**src/rtl/coherence_pkg.sv**
```systemverilog
// Shared coherence definitions used by the bus request unit and the bus
// controller: bus operation encoding and L2 hit/miss status codes.
package coherence_pkg;

  // Snooping bus operations as they appear on the request bus
  typedef enum logic [1:0] {
    BUS_RD   = 2'b00,
    BUS_UPGR = 2'b01,
    BUS_RDX  = 2'b10,
    BUS_NON  = 2'b11
  } bus_op_e;

  // L2 lookup result reported by the bus controller
  typedef enum logic [1:0] {
    L2_NONE = 2'b00,
    L2_MISS = 2'b01,
    L2_HIT  = 2'b10
  } l2_code_e;

endpackage

```
**src/rtl/bus_request_unit.sv**
```systemverilog
// Bus request unit: takes one coherence request from the L1, holds it on the
// bus until the controller grants and a data source (peer or L2) answers, then
// hands a one-cycle completion back to the L1. A flush aborts an outstanding
// request.
// Optional build macro BUS_REQ_TIMEOUT_EN: when defined, a request that sits
// in REQ for TIMEOUT_CYCLES cycles without completing is aborted.
module bus_request_unit
  import coherence_pkg::*;
#(
  parameter int unsigned TIMEOUT_CYCLES = 64
) (
  input  logic        clk,
  input  logic        reset,
  input  logic        l1_req_valid,
  output logic        l1_req_ready,
  input  logic [1:0]  l1_req_op,
  input  logic [31:0] l1_req_addr,
  input  logic [31:0] l1_req_wdata,
  input  logic [6:0]  l1_req_opcode,
  input  logic        flush,
  output logic        l1_resp_valid,
  output logic [31:0] l1_resp_data,
  output logic        l1_resp_from_peer,
  output logic        l1_resp_abort,
  output logic        req_core,
  output logic [1:0]  bus_operation_out,
  output logic [31:0] bus_address_out,
  output logic [31:0] data_to_L2,
  output logic [6:0]  opcode_out,
  input  logic        grant_core,
  input  logic [31:0] bus_data_in,
  input  logic        cache_hit_in,
  input  logic [1:0]  cache_hit_L2
);

  typedef enum logic [1:0] {
    S_IDLE = 2'd0,
    S_REQ  = 2'd1,
    S_RESP = 2'd2
  } state_e;

  state_e      r_state;
  logic        r_ready;
  logic        r_req_core;
  bus_op_e     r_bus_op;
  logic [31:0] r_addr;
  logic [31:0] r_wdata;
  logic [6:0]  r_opcode;
  logic        r_resp_valid;
  logic [31:0] r_resp_data;
  logic        r_from_peer;
  logic        r_abort;

  logic w_accept;
  logic w_upgr;
  logic w_complete;
  logic w_timeout;

  // BusNoN never leaves IDLE, and a flush in IDLE blocks acceptance
  assign w_accept   = l1_req_valid && r_ready && !flush &&
                      (bus_op_e'(l1_req_op) != BUS_NON);
  assign w_upgr     = (r_bus_op == BUS_UPGR);
  // An upgrade needs no data, so the grant alone completes it
  assign w_complete = grant_core &&
                      (w_upgr || cache_hit_in || (cache_hit_L2 == L2_HIT));

`ifdef BUS_REQ_TIMEOUT_EN
  logic [31:0] r_cnt;
  assign w_timeout = (r_cnt == 32'(TIMEOUT_CYCLES - 1));
`else
  assign w_timeout = 1'b0;
  // Without the timeout the parameter only keeps the interface uniform
  if (TIMEOUT_CYCLES == 0) begin : g_timeout_unused
  end
`endif

  // Request FSM with all outputs registered; bus outputs double as the request latches
  always_ff @(posedge clk) begin
    if (reset) begin
      r_state      <= S_IDLE;
      r_ready      <= 1'b1;
      r_req_core   <= 1'b0;
      r_bus_op     <= BUS_NON;
      r_addr       <= 32'd0;
      r_wdata      <= 32'd0;
      r_opcode     <= 7'd0;
      r_resp_valid <= 1'b0;
      r_resp_data  <= 32'd0;
      r_from_peer  <= 1'b0;
      r_abort      <= 1'b0;
`ifdef BUS_REQ_TIMEOUT_EN
      r_cnt        <= 32'd0;
`endif
    end else begin
      case (r_state)
        S_IDLE: begin
          if (w_accept) begin
            r_state    <= S_REQ;
            r_ready    <= 1'b0;
            r_req_core <= 1'b1;
            r_bus_op   <= bus_op_e'(l1_req_op);
            r_addr     <= l1_req_addr;
            r_wdata    <= l1_req_wdata;
            r_opcode   <= l1_req_opcode;
`ifdef BUS_REQ_TIMEOUT_EN
            r_cnt      <= 32'd0;
`endif
          end
        end
        S_REQ: begin
          if (flush || w_complete || w_timeout) begin
            r_state      <= S_RESP;
            r_req_core   <= 1'b0;
            r_bus_op     <= BUS_NON;
            r_addr       <= 32'd0;
            r_wdata      <= 32'd0;
            r_opcode     <= 7'd0;
            r_resp_valid <= 1'b1;
            if (flush || !w_complete) begin
              r_resp_data <= 32'd0;
              r_from_peer <= 1'b0;
              r_abort     <= 1'b1;
            end else begin
              r_resp_data <= w_upgr ? 32'd0 : bus_data_in;
              r_from_peer <= !w_upgr && cache_hit_in;
              r_abort     <= 1'b0;
            end
          end
`ifdef BUS_REQ_TIMEOUT_EN
          else begin
            r_cnt <= r_cnt + 32'd1;
          end
`endif
        end
        S_RESP: begin
          r_state      <= S_IDLE;
          r_ready      <= 1'b1;
          r_resp_valid <= 1'b0;
          r_resp_data  <= 32'd0;
          r_from_peer  <= 1'b0;
          r_abort      <= 1'b0;
        end
        default: begin
          r_state <= S_IDLE;
          r_ready <= 1'b1;
        end
      endcase
    end
  end

  assign l1_req_ready      = r_ready;
  assign l1_resp_valid     = r_resp_valid;
  assign l1_resp_data      = r_resp_data;
  assign l1_resp_from_peer = r_from_peer;
  assign l1_resp_abort     = r_abort;
  assign req_core          = r_req_core;
  assign bus_operation_out = r_bus_op;
  assign bus_address_out   = r_addr;
  assign data_to_L2        = r_wdata;
  assign opcode_out        = r_opcode;

endmodule

```
**config.mk**
```make
export PLATFORM = sky130hd
export DESIGN_NAME = bus_request_unit
export DESIGN_NICKNAME = d
export VERILOG_FILES = /design/src/rtl/coherence_pkg.sv /design/src/rtl/bus_request_unit.sv
export SDC_FILE = /design/constraint.sdc
export NUM_CORES = 1
export LEC_CHECK = 0
export CAP_MARGIN = 5
export CORE_MARGIN = 2
export CORE_UTILIZATION = 36
export DETAILED_ROUTE_END_ITERATION = 16
export MAX_ROUTING_LAYER = met4
export PLACE_DENSITY = 0.79
export SYNTH_ARGS = -nofsm -noshare
export SYNTH_HDL_FRONTEND = slang
export SYNTH_SLANG_ARGS = --single-unit
```
**constraint.sdc**
```tcl
create_clock -name clk -period 1.7 [get_ports clk]
set_input_delay 0.34 -clock clk [delete_from_list [all_inputs] [get_ports clk]]
set_output_delay 0.34 -clock clk [all_outputs]
set_load 0.01 [all_outputs]
```
==> impl_results.md <==
* Status: completed
* Post-synthesis sequential area ratio at 62.9%
* Max_slew headroom at 76.3%
* Setup crit start kind: primary input
* Remaining Overflow, GRT at 0
* Drt total wl at 11300 µm
* Setup violators final at 0
* Port bufs at 222
* Tot GR Track Use at 19.7%
* Num CTS Buffers at 9
* Post-synth ARST share at 0%
* Vias per cell at 5.05
* LEAKAGE at 2.52 nW
* # DRC at 0
* Crit. End Element: flop
* Placer Congestion at 0.811
* Final hold vios at 0
* Max cap viols at 0
* Row count at 36
* Antenna Nets Post-Route at 0
* Wirelength per Cell at 17.2 µm
* Fraction of layout cells with a size suffix above 1 at 11.0%
* Worst-margin pin slew at 0.355 ns
* Crit Path Max Fanout at 15
* Setup WS post-layout at 0.0132 ns
* Final nets at 633
* Detailed placement HPWL at 7860 µm
* Utilization after layout at 66.3%
* Via Count at 3321
* Synth Register Bits at 112
* Clock Pin Slew Worst Setup and Hold Paths at 0.11 ns
* Die H at 104 µm
* Min-delay worst type: primary input to flop
* Clock Path Buffers at 2
* TritonCTS clock tree: done
* Clk root buf: clkbuf_8
* Setup repair after global routing missed its margin: true
* Die area at 10700 µm²
* DRT Pass-1 Iters at 4
* Worst EP required at 2.01 ns
* Clock H-tree levels at 3
* Syn. warnings at 0
* Top cells by area, synth: dfxtp_1 (63%), a22o_1 (25%), buf_6 (2.2%)
* Core area at 9680 µm²
* Critical setup path kind: primary input to flop
* Initial antenna violation count at 0
* Post-Syn Nets at 392
* CP arrival at 2.00 ns
* Clock sink count at 112
* Antenna cell count at 0
* Mapped Cells at 279
* Post-Syn Area per Cell at 12.8 µm²
* Tmin final at 1.69 ns
* Max Clock Skew at 0.00971 ns
* Worst slack at placement at -0.389 ns
* PwrDens at 796 nW/µm²
* DRT iter0 DRCs at 113
* Max IR drop VDD at 0.000569 V
* I/O pins at 223
* Post-synth top area share at 62.9%
* Cell area after synthesis at 3560 µm²
* Largest net degree at the start of global routing at 64
* First-pass GRT wire length at 16900 µm
* Clock Latency Late Sink at 0.36 ns
* Fmax at 593 MHz
* Synth area leader: dfxtp_1
* Starting Density at 36.8%
* Slew Limit Fails at 0
* Final period utilization at 99.2%
* Synthesis-to-layout area growth at 80.0%
* Synth Flop Type: dfxtp_1
* Die width at 104 µm
* Cell variety after synth at 27
* Number of global-route vias before repair at 3305
* Number of synthesized flops with an enable pin at 0
-- repair_timing --
item / 4_1_cts / 5_1_grt
endpoints found under the hold margin: 0 / 0
cloned: 0 / 4
pin swaps: 0 / 5
hold buffers: 0 / 0
gates resized for setup: 1 / 5
buffers inserted: 0 / 2
setup endpoints to repair: 40 / 101
-- placed cells by master, fill, tap and decap left out --
master | synthesis | final
a22o_2 | 3 | 3
o21ai_0 | 1 | 1
nand3_1 | 3 | 3
buf_6 | 7 | 1
a21oi_1 | 3 | 3
a2111oi_4 | 0 | 1
a31oi_1 | 2 | 2
o31ai_4 | 0 | 1
a22oi_1 | 2 | 2
dlygate4sd2_1 | 0 | 1
o211a_1 | 1 | 1
a31o_2 | 1 | 1
a211o_2 | 1 | 1
clkinv_4 | 0 | 1
nor3_2 | 0 | 1
inv_6 | 0 | 2
clkdlybuf4s50_1 | 0 | 217
nand2b_1 | 3 | 3
inv_8 | 0 | 1
clkinvlp_4 | 0 | 1
inv_1 | 6 | 6
a22o_1 | 101 | 101
nand2_2 | 1 | 1
nor2_1 | 3 | 2
dfxtp_1 | 112 | 112
a311oi_1 | 1 | 1
o21ai_1 | 1 | 1
nor3_1 | 3 | 2
a2111o_1 | 1 | 1
clkbuf_16 | 0 | 3
nor3b_1 | 1 | 1
nor2_2 | 0 | 1
buf_4 | 0 | 18
dlymetal6s2s_1 | 0 | 4
buf_12 | 0 | 9
nor3_4 | 1 | 1
clkinv_2 | 0 | 2
nand2_1 | 3 | 3
clkbuf_8 | 0 | 9
-- critical path: stages --
cell and delay (ns):
clkdlybuf4s50_1 0.48, nand2_2 0.08, a2111o_1 0.36, nor3_4 0.24, buf_12 0.16, buf_6 0.18
a22o_1 0.16
-- cell usage after synthesis (all sizes together) (2+ instances only) --
cell / count
dfxtp: 112
a31oi: 2
a21oi: 3
nor3: 4
nand2b: 3
nand3: 3
o21ai: 2
clkbuf: 3
a22oi: 2
nor2: 3
inv: 6
a22o: 104
buf: 20
nand2: 4
-- cells by family (layout without fill, tap and decap cells) --
family / after synthesis / in the layout / synth area share [%]
AND/OR/NAND/NOR: 18 / 18 / 2.84
AO/OA/AOI/OAI: 120 / 120 / 29.3
flip-flops: 112 / 112 / 62.9
buffers and inverters: 29 / 275 / 4.98
-- final timing paths --
check                                  start  depth (start not counted)  slack, ns                                 to
max                             l1_req_valid                          7       0.01   bus_address_out[15]$_SDFFE_PP0P_
min                             l1_req_op[0]                          3       0.36  bus_operation_out[0]$_SDFFE_PP1P_
max reg2reg          r_state[0]$_SDFFE_PP0P_                          5       0.08   bus_address_out[15]$_SDFFE_PP0P_
min reg2reg  bus_address_out[4]$_SDFFE_PP0P_                          1       0.48    bus_address_out[4]$_SDFFE_PP0P_
-- per-stage QoR --
stage               total power, mW  cell area (µm²)  std cells  hold slack, ns  TNS, ns
detailed placement             3.65             6100        636           0.453   -38.61
CTS                            5.10             6280        652           0.485   -0.521
finish                         5.11             6420        658           0.359        0
global route                   5.29             6420        658           0.354   -0.183
floorplan                      3.07             3560        279           0.466        0
global placement               3.63             6100        636           0.455   -38.39
-- power by group --
part | internal [mW] | switching, mW
logic | 0.560 | 0.296
registers | 2.72 | 0.0554
clock network | 0.553 | 0.925
total | 3.83 | 1.28
-- area by class of cell --
class,instances,area (µm²)
Clock inverter,7,55.1
Multi-Input combinational cell,138,1170
Inverter,6,22.5
Sequential cell,112,2240
Fill cell,725,3270
Timing Repair Buffer,253,2630
Clock buffer,9,124
Tap cell,133,166
-- per-layer routing --
metal / vias up / GRT usage [%] / part of all wire (%)
met4: 0 / 7.14 / 2.0
met2: 162 / 31.8 / 48
met1: 1586 / 24.1 / 43
li1: 1551 / - / -
met3: 22 / 4.91 / 6.8
met5: - / - / 0
-- state kept, by name (all words and copies together), names as in the netlist --
name	count
bus_address_out	32
data_to_L2	32
l1_resp_data	32
opcode_out	7
bus_operation_out	2
r_state	2
l1_req_ready	1
l1_resp_abort	1
l1_resp_from_peer	1
l1_resp_valid	1
req_core	1
Power figures use the tool's default switching activity.
